File: src/rtl/fpadd_arbiter_pkg.sv
// Shared definitions for the fpadd sequencer/arbiter and its benches.
package fpadd_arbiter_pkg;

  localparam int unsigned FPADD_WIDTH       = 8;
  localparam int unsigned FPADD_HOLD_CYCLES = 10;
  localparam int unsigned FPADD_CLR_CYCLES  = 5;

  typedef enum logic [1:0] {
    ST_IDLE    = 2'd0,
    ST_ISSUE   = 2'd1,
    ST_CAPTURE = 2'd2,
    ST_FLUSH   = 2'd3
  } fpadd_state_t;

endpackage

File: src/rtl/fpadd_arbiter_rr_arb2.sv
// Two-way round-robin pick; the requester not served last wins a tie.
module rr_arb2
  import fpadd_arbiter_pkg::*;
(
  input  logic clk,
  input  logic clr,
  input  logic req0,
  input  logic req1,
  input  logic upd,
  input  logic upd_idx,
  output logic any_c,
  output logic pick_c
);

  logic last_q;

  // Last-grant pointer; starts at 1 so requester 0 wins the first tie.
  always_ff @(posedge clk) begin
    if (clr) begin
      last_q <= 1'b1;
    end else if (upd) begin
      last_q <= upd_idx;
    end
  end

  // Combinational winner selection.
  always_comb begin
    any_c  = req0 | req1;
    pick_c = 1'b0;
    if (req0 && req1) begin
      pick_c = ~last_q;
    end else if (req1) begin
      pick_c = 1'b1;
    end
  end

endmodule

File: src/rtl/fpadd_arbiter.sv
// Sequences the shared fpadd unit (no done flag) between two requesters.
module fpadd_arbiter
  import fpadd_arbiter_pkg::*;
#(
  parameter int unsigned WIDTH       = FPADD_WIDTH,
  parameter int unsigned HOLD_CYCLES = FPADD_HOLD_CYCLES,
  parameter int unsigned CLR_CYCLES  = FPADD_CLR_CYCLES
) (
  input  logic             clk,
  input  logic             clr,
  input  logic             req0,
  input  logic             req1,
  input  logic [WIDTH-1:0] a0,
  input  logic [WIDTH-1:0] b0,
  input  logic [WIDTH-1:0] a1,
  input  logic [WIDTH-1:0] b1,
  output logic             busy,
  output logic             gnt,
  output logic             done0,
  output logic             done1,
  output logic [WIDTH-1:0] result,
  output logic             fp_start,
  output logic             fp_clr,
  output logic [WIDTH-1:0] fp_a,
  output logic [WIDTH-1:0] fp_b,
  input  logic [WIDTH-1:0] fp_s
);

  localparam int unsigned MAX_CYC = (HOLD_CYCLES > CLR_CYCLES) ? HOLD_CYCLES : CLR_CYCLES;
  localparam int unsigned CNT_W   = $clog2(MAX_CYC + 1);

  // Zero-length windows would make the counter compare meaningless.
  if (HOLD_CYCLES < 1 || CLR_CYCLES < 1) begin : g_param_check
    $error("fpadd_arbiter: HOLD_CYCLES and CLR_CYCLES must both be at least 1");
  end

  fpadd_state_t     state_q, state_d;
  logic [CNT_W-1:0] cnt_q;
  logic             any_c, pick_c;
  logic             grant_c, capture_c, upd_c;

  rr_arb2 u_rr_arb2 (
    .clk     (clk),
    .clr     (clr),
    .req0    (req0),
    .req1    (req1),
    .upd     (upd_c),
    .upd_idx (gnt),
    .any_c   (any_c),
    .pick_c  (pick_c)
  );

  // fpadd is cleared both by system reset and during the flush window.
  assign fp_clr = clr | (state_q == ST_FLUSH);

  // Next-state logic and per-cycle strobes.
  always_comb begin
    state_d   = state_q;
    grant_c   = 1'b0;
    capture_c = 1'b0;
    upd_c     = 1'b0;
    case (state_q)
      ST_IDLE: begin
        if (any_c) begin
          state_d = ST_ISSUE;
          grant_c = 1'b1;
        end
      end
      ST_ISSUE: begin
        if (cnt_q == CNT_W'(HOLD_CYCLES - 1)) begin
          state_d   = ST_CAPTURE;
          capture_c = 1'b1;
        end
      end
      ST_CAPTURE: begin
        state_d = ST_FLUSH;
        upd_c   = 1'b1;
      end
      ST_FLUSH: begin
        if (cnt_q == CNT_W'(CLR_CYCLES - 1)) begin
          state_d = ST_IDLE;
        end
      end
      default: state_d = ST_IDLE;
    endcase
  end

  // State register and window counter; counter restarts on every state change.
  always_ff @(posedge clk) begin
    if (clr) begin
      state_q <= ST_IDLE;
      cnt_q   <= '0;
    end else begin
      state_q <= state_d;
      if (state_d != state_q || state_q == ST_IDLE) begin
        cnt_q <= '0;
      end else begin
        cnt_q <= cnt_q + CNT_W'(1);
      end
    end
  end

  // Registered outputs: grant/operand latch, start window, capture and done.
  always_ff @(posedge clk) begin
    if (clr) begin
      busy     <= 1'b0;
      gnt      <= 1'b0;
      done0    <= 1'b0;
      done1    <= 1'b0;
      result   <= '0;
      fp_start <= 1'b0;
      fp_a     <= '0;
      fp_b     <= '0;
    end else begin
      busy     <= (state_d != ST_IDLE);
      fp_start <= (state_d == ST_ISSUE);
      done0    <= capture_c & ~gnt;
      done1    <= capture_c & gnt;
      if (grant_c) begin
        gnt  <= pick_c;
        fp_a <= pick_c ? a1 : a0;
        fp_b <= pick_c ? b1 : b0;
      end
      if (capture_c) begin
        result <= fp_s;
      end
    end
  end

endmodule
File: config.mk
export PLATFORM = sky130hd
export DESIGN_NAME = fpadd_arbiter
export DESIGN_NICKNAME = d
export VERILOG_FILES = /design/src/rtl/fpadd_arbiter_pkg.sv /design/src/rtl/fpadd_arbiter_rr_arb2.sv /design/src/rtl/fpadd_arbiter.sv
export SDC_FILE = /design/constraint.sdc
export NUM_CORES = 1
export LEC_CHECK = 0
export BUFFER_PORTS_ARGS = -buffer_cell sky130_fd_sc_hd__buf_2
export CAP_MARGIN = 20
export CELL_PAD_IN_SITES_DETAIL_PLACEMENT = 0
export CELL_PAD_IN_SITES_GLOBAL_PLACEMENT = 1
export CORE_MARGIN = 2
export CORE_UTILIZATION = 36
export CTS_BUF_LIST = sky130_fd_sc_hd__clkbuf_4 sky130_fd_sc_hd__clkbuf_8
export DETAILED_ROUTE_END_ITERATION = 6
export PLACE_DENSITY_LB_ADDON = 0.25
export SLEW_MARGIN = 20
export SYNTH_ARGS = -nofsm -noshare
export SYNTH_HDL_FRONTEND = slang
export SYNTH_HIERARCHICAL = 1
export SYNTH_SLANG_ARGS = --single-unit
File: constraint.sdc
create_clock -name clk -period 2.09 [get_ports clk]
set_clock_uncertainty 0.2 [all_clocks]
set_input_delay 0.1045 -clock clk [delete_from_list [all_inputs] [get_ports clk]]
set_output_delay 0.1045 -clock clk [all_outputs]
set_load 0.01 [all_outputs]
==> summary.md, run 1 <==
| Metric | Value |
|---|---|
| Syn nets | `between 200 and 250` |
| Crit-path max FO | `17` |
| Multi-input combinational cell area | `877 sq um` |
| Total grt overflow | `0` |
| Complex-gate fraction of the synthesized area | `0.137` |
| Unrepaired setup endpoints after global routing | `false` |
| Combinational share of power | `0.179` |
| Power Density | `642 nW/um^2` |
| Core area | `4630 sq um` |
| Pin count of the biggest net entering global routing | `46` |
| Fin. Hold Viols | `0` |
| VDD IR max | `257 uV` |
| Setup CP Type | `flip-flop to flip-flop` |
| DRC | `0` |
| # Post-CTS Setup Buffers | `0` |
| IO Port Bufs | `73` |
| # clock sinks | `36` |
| Maximum clock rate | `between 0.5 and 0.6 GHz` |
| DP HPWL | `~2500 um` |
| Flop pwr share | `0.478` |
| Rows | `25` |
| Share of layout cells above drive strength 1 | `0.408` |
| Power Internal | `1.16 mW` |
| Routed wl met3 | `242 um` |
| Final core occ | `0.522` |
| Ports | `74` |
| Sw frac | `0.249` |
| Avg Inst Size Synth | `10.7 sq um` |
| Maxcap violations | `0` |
| Worst Path Required | `2.03 ns` |
| Die Y | `72.8 um` |
| Setup crit end | `fp_b[4]` |
| Final layout net count | `just over 300` |
| Fin crit share | `0.941` |
| Largest buffer count on any clock path | `2` |
| Largest family of logic cells by synthesized area | `simple AND/OR/NAND/NOR gates` |
| Synthesized flop and latch total | `36` |
| Final setup fails | `0` |
| Leakage Power | `around 1.1 nW` |
| Routed met2 length | `1770 um` |
| Worst setup EP type | `flip-flop` |
| CTS Buf Count | `5` |
| Post-synth cell types | `35` |
| Worst R2R End | `fp_b[4]` |
| Crit path buffers/inverters | `2` |
| Crit path DAT | `~1.9 ns` |
| Clock power share | `0.343` |
| CTS tree | `built` |
| Final worst slack | `roughly 0.12 ns` |
| Crit-path max cell delay | `0.59 ns` |
| Top Metal Used | `met4` |
| Fill cells | `434` |
| Antenna violations before repair | `0` |
| Antenna Cells | `0` |
| CP Cell Sequence | `a21boi_2 > buf_4 > mux2i_1 > dlygate4sd3_1 > a211oi_2` |
| Synth Area in Adders | `0.0220` |
| Mapped Cells | `159` |
| Final wirelength | `3820 um` |
| Post-synthesis async set-or-reset flop share | `0` |
| Status | `finished clean` |
| Initial Util | `0.368` |
| Xor/xnor share of the synthesized area | `0.0103` |
| Number of global-route vias before repair | `1345` |
| Setup crit start kind | `flip-flop` |
| GRT Overall Usage | `0.150` |
| Slew Viols, Final | `0` |
| Storage cell area | `about 700 sq um` |
| Clk_lat worst skew | `~0.29 ns` |
| Hold WC Path Type | `input pin to flip-flop` |
| Most frequent cells in the layout | `buf_2 (73), dfxtp_1 (36), mux2i_1 (25), dlygate4sd3_1 (24), nor2_1 (19)` |
| Post-synthesis mux area share | `0.147` |
| CTS clock-pin slew for the worst setup and hold paths | `0.07 ns` |
| Die Area | `between 5000 and 6000 sq um` |
| R2R Path Start | `u_rr_arb2/last_q` |
| CP Launch Point | `u_rr_arb2/last_q` |
| Vias post-DR | `approximately 1500` |
| Synth Cell Area | `1700 sq um` |
| First-pass GRT wire length | `6040 um` |
| RePlAce Congestion | `0.734` |
| Pre-CTS setup slack | `0.363 ns` |
| Largest delay share family, worst path | `buffers and inverters` |
| Drt first pass iters | `4` |
| Worst slew margin | `0.443` |
| Met1 WL | `between 1500 and 2000 um` |
| Setup TNS | `0 ns` |
| H-tree depth | `2` |
| Post-route minimum period | `1.97 ns` |
| Synth warn | `6` |
| Post-Synth Simple-Gate Area | `0.196` |
| Root Buffer | `clkbuf_8` |
| Layout area overhead | `41.8%` |
| Sequential cell area fraction in the yosys report | `0.423` |
| Most common cell after layout, fill and taps aside | `buf_2` |
| Routed vias/inst | `4.76` |
| DR WL/cell | `12.3 um` |
| WP depth | `5` |
| R2R cell count | `5` |
| CP max-delay cell | `dlygate4sd3_1` |
| EDFF count, synth | `0` |
| DIE WIDTH | `72.8 um` |
| Reg-to-reg slack, setup | `0.12 ns` |
| Final ANT Viol Nets | `0` |
| Worst-margin pin slew | `~0.84 ns` |
| Psw | `0.387 mW` |
| Initial drt markers | `37` |
| Post-synth top flop | `dfxtp_1` |
-- per-stage QoR --
stage	cells	hold slack, ns	power [mW]	cell area [sq um]
global placement	278	0.171	0.995	2080
global route	309	0.00117	1.63	2420
detailed placement	278	0.174	0.998	2080
floorplan	159	0.00307	0.910	1700
finish	309	0.00591	1.55	2420
CTS	309	0.0000320	1.58	2420
-- power by group through the flow --
stage | logic [mW] | registers (mW) | clock network, mW
floorplan | 0.141 | 0.769 | 0
global placement | 0.238 | 0.758 | 0
detailed placement | 0.241 | 0.758 | 0
CTS | 0.280 | 0.742 | 0.558
global route | 0.303 | 0.747 | 0.583
finish | 0.278 | 0.742 | 0.532
-- registers in the layout, summed over array words and instances (netlist names) --
name	flops
fp_a	8
fp_b	8
result	8
cnt_q	4
state_q	2
busy	1
done0	1
done1	1
fp_start	1
gnt	1
u_rr_arb2/last_q	1
-- how the worst min path moves through the flow --
stage               startpoint          endpoint  slack (ns)  cells past startpoint
floorplan                  clr  u_rr_arb2/last_q       0.003                      1
global placement       fp_s[3]         result[3]        0.17                      3
detailed placement     fp_s[2]         result[2]        0.17                      3
CTS                      b1[2]           fp_b[2]     0.00003                      3
global route             b1[2]           fp_b[2]       0.001                      3
finish                   a0[2]           fp_a[2]       0.006                      3
-- repair_timing --
item	4_1_cts	5_1_grt
hold endpoints to repair	17	0
gates resized for setup	0	0
hold buffers	24	0
-- metal layers --
metal / vias up / GRT usage
li1: 748 / -
met1: 668 / 0.175
met2: 50 / 0.249
met3: 4 / 0.0497
met4: 0 / 0.0679
met5: - / 0
-- synth_stat cells (3+ instances only) --
| library cell | n | area (sq um) |
|---|---|---|
| buf_6 | 5 | 56.3 |
| nand2b_1 | 16 | 100 |
| nor2_1 | 19 | 71.3 |
| inv_1 | 3 | 11.3 |
| a211oi_2 | 14 | 175 |
| dfxtp_1 | 36 | 721 |
| mux2i_1 | 25 | 250 |
| nor4_1 | 4 | 25.0 |
| buf_2 | 4 | 20.0 |
| ha_1 | 3 | 37.5 |
-- cell type report --
cell class,instances,share of cell area
clock buffer,7,0.0399
inverter,3,0.00466
multi-input combinational,107,0.363
sequential,36,0.298
tap,54,0.0280
timing repair buffer,102,0.266
-- logic make-up after synthesis --
family	after synthesis
AO/OA/AOI/OAI	22
XOR/XNOR	2
adder cells (fa/ha/maj)	3
buffers and inverters	16
flip-flops	36
multiplexers	25
AND/OR/NAND/NOR	55
-- worst min-delay path, cell delays in order --
cell and delay (ns):
buf_2 0.08, mux2i_1 0.07, a211oi_2 0.20
Note: power is estimated with default switching activity, not from simulation.
==> run 2, diff against run 1 <==
Settings changed: RECOVER_POWER set to 100.
==> run 2 against run 1 <==
Compared with the run above:
- highest routed layer unchanged
- worst hold slack lost 0.0059 ns
- clock power about the same
- via count is 0.27% higher
- non-clock buffer count unchanged
- largest power group unchanged
- critical path type unchanged
==> summary.md, run 2 (synthesis results as in run 1) <==
| Metric | Value |
|---|---|
| Crit-path max FO | `17` |
| Largest buffer count on any clock path | `2` |
| Pin count of the biggest net entering global routing | `46` |
| Number of global-route vias before repair | `1345` |
| Gates resized, CTS repair | `0` |
| Final ANT Viol Nets | `0` |
| Worst-margin pin slew | `0.825 ns` |
| First-pass GRT wire length | `around 6000 um` |
| Layout area overhead | `38.3%` |
| CTS Buf Count | `5` |
| DP HPWL | `between 2000 and 3000 um` |
| GRT Overall Usage | `0.150` |
| # clock sinks | `36` |
| Final wirelength | `roughly 3800 um` |
| Crit path buffers/inverters | `2` |
| Final layout net count | `302` |
| Worst Path Required | `around 2.0 ns` |
| Ports | `between 70 and 80` |
| DR WL/cell | `approximately 12 um` |
| Initial drt markers | `62` |
| Antenna Cells | `0` |
| Most common cell after layout, fill and taps aside | `buf_2` |
| Vias post-DR | `1474` |
| Leakage Power | `0.940 nW` |
| Clk_lat worst skew | `slightly below 0.3 ns` |
| Post-route cell area | `2360 sq um` |
| IO Port Bufs | `73` |
| Worst setup EP type | `flip-flop` |
| CTS clock-pin slew for the worst setup and hold paths | `0.07 ns` |
| DIE WIDTH | `72.8 um` |
| Maximum clock rate | `0.512 GHz` |
| Die Y | `between 70 and 80 um` |
| Post-route minimum period | `roughly 2.0 ns` |
| Fin crit share | `0.935` |
| Most frequent cells in the layout | `buf_2 (43), dfxtp_1 (36), clkbuf_1 (30), mux2i_1 (25), dlygate4sd3_1 (24)` |
| CTS tree | `built` |
| Crit path DAT | `approximately 1.9 ns` |
| Final setup fails | `0` |
| # Post-CTS Setup Buffers | `0` |
| Routed vias/inst | `4.77` |
| Power Density | `652 nW/um^2` |
| CP max-delay cell | `dlygate4sd3_1` |
| Setup CP Type | `flip-flop to flip-flop` |
| Core area | `between 4000 and 5000 sq um` |
| Slew Viols, Final | `0` |
| RePlAce Congestion | `0.734` |
| Hold WC Path Type | `input pin to flip-flop` |
| Drt first pass iters | `4` |
| DRC | `0` |
| Status | `finished clean` |
| Setup TNS | `0 ns` |
| H-tree depth | `2` |
| Crit-path max cell delay | `0.58 ns` |
| Setup crit start kind | `flip-flop` |
| Initial Util | `0.368` |
| Total grt overflow | `0` |
| Antenna violations before repair | `0` |
| Fin. Hold Viols | `0` |
| Worst slew margin | `0.450` |
| Unrepaired setup endpoints after global routing | `false` |
| Rows | `25` |
| Post-DP Area | `2080 sq um` |
| Largest delay share family, worst path | `buffers and inverters` |
| Fill cells | `456` |
| Share of layout cells above drive strength 1 | `0.282` |
| CP Cell Sequence | `a21boi_2 > buf_4 > mux2i_1 > dlygate4sd3_1 > a211oi_1` |
| Root Buffer | `clkbuf_8` |
| Die Area | `5300 sq um` |
| Maxcap violations | `0` |
| VDD IR max | `around 260 uV` |
| Top flop regs | `fp_a x8, fp_b x8, result x8` |
-- run 2: cell count changes in the layout (fill, tap and decap cells not counted), sizes merged --
cell    delta
buf       -32
clkbuf    +32
-- run 2: power by group --
group | internal [mW] | switching, mW | total (mW)
Clock | 0.293 | 0.237 | 0.530
Sequential | 0.721 | 0.0212 | 0.742
Combinational | 0.138 | 0.126 | 0.263
-- run 2: repair_timing --
action                                  4_1_cts  5_1_grt
endpoints found under the setup margin        0        0
hold buffers                                 24        0
endpoints found under the hold margin        17        0
-- run 2: metal layers --
metal	vias to the layer above	part of all wire	track usage
li1	748	-	-
met1	670	0.47	0.175
met2	52	0.45	0.249
met3	4	0.064	0.0497
met4	0	0.015	0.0679
met5	-	0	0
-- run 2: layout make-up --
cell class,instances,area [sq um],share of cell area
inverter,3,11.3,0.00478
timing repair buffer,102,601,0.255
sequential,36,721,0.306
tap,54,67.6,0.0287
clock buffer,7,96.3,0.0409
multi-input combinational,107,861,0.365
-- run 2: worst paths after layout --
| path | from | endpoint | slack, ns | cells past startpoint |
|---|---|---|---|---|
| worst max-delay path | u_rr_arb2/last_q | fp_b[4] | 0.14 | 5 |
| worst min-delay path | a0[4] | fp_a[4] | 0.00006 | 3 |
| worst max register to register | u_rr_arb2/last_q | fp_b[4] | 0.14 | 5 |
| worst min register to register | result[4] | result[4] | 0.27 | 2 |
-- run 2: through the flow --
step / power (mW) / instances / worst slack [ns] / util / hold slack (ns)
after floorplan: 0.910 / 159 / 0.479 / - / 0.00307
after CTS: 1.58 / 309 / 0.111 / 0.522 / 0.0000320
final: 1.54 / 309 / 0.136 / 0.509 / 0.0000566
after global routing: 1.62 / 309 / 0.00605 / 0.509 / 0.00120
after global placement: 0.995 / 278 / 0.367 / 0.449 / 0.171
after detailed placement: 0.998 / 278 / 0.363 / 0.449 / 0.174
-- run 2: tightest hold or removal path: cells and delay by family --
family          cells  cell delay, ns
buf+inv             1            0.09
mux                 1            0.14
compound gates      1            0.10
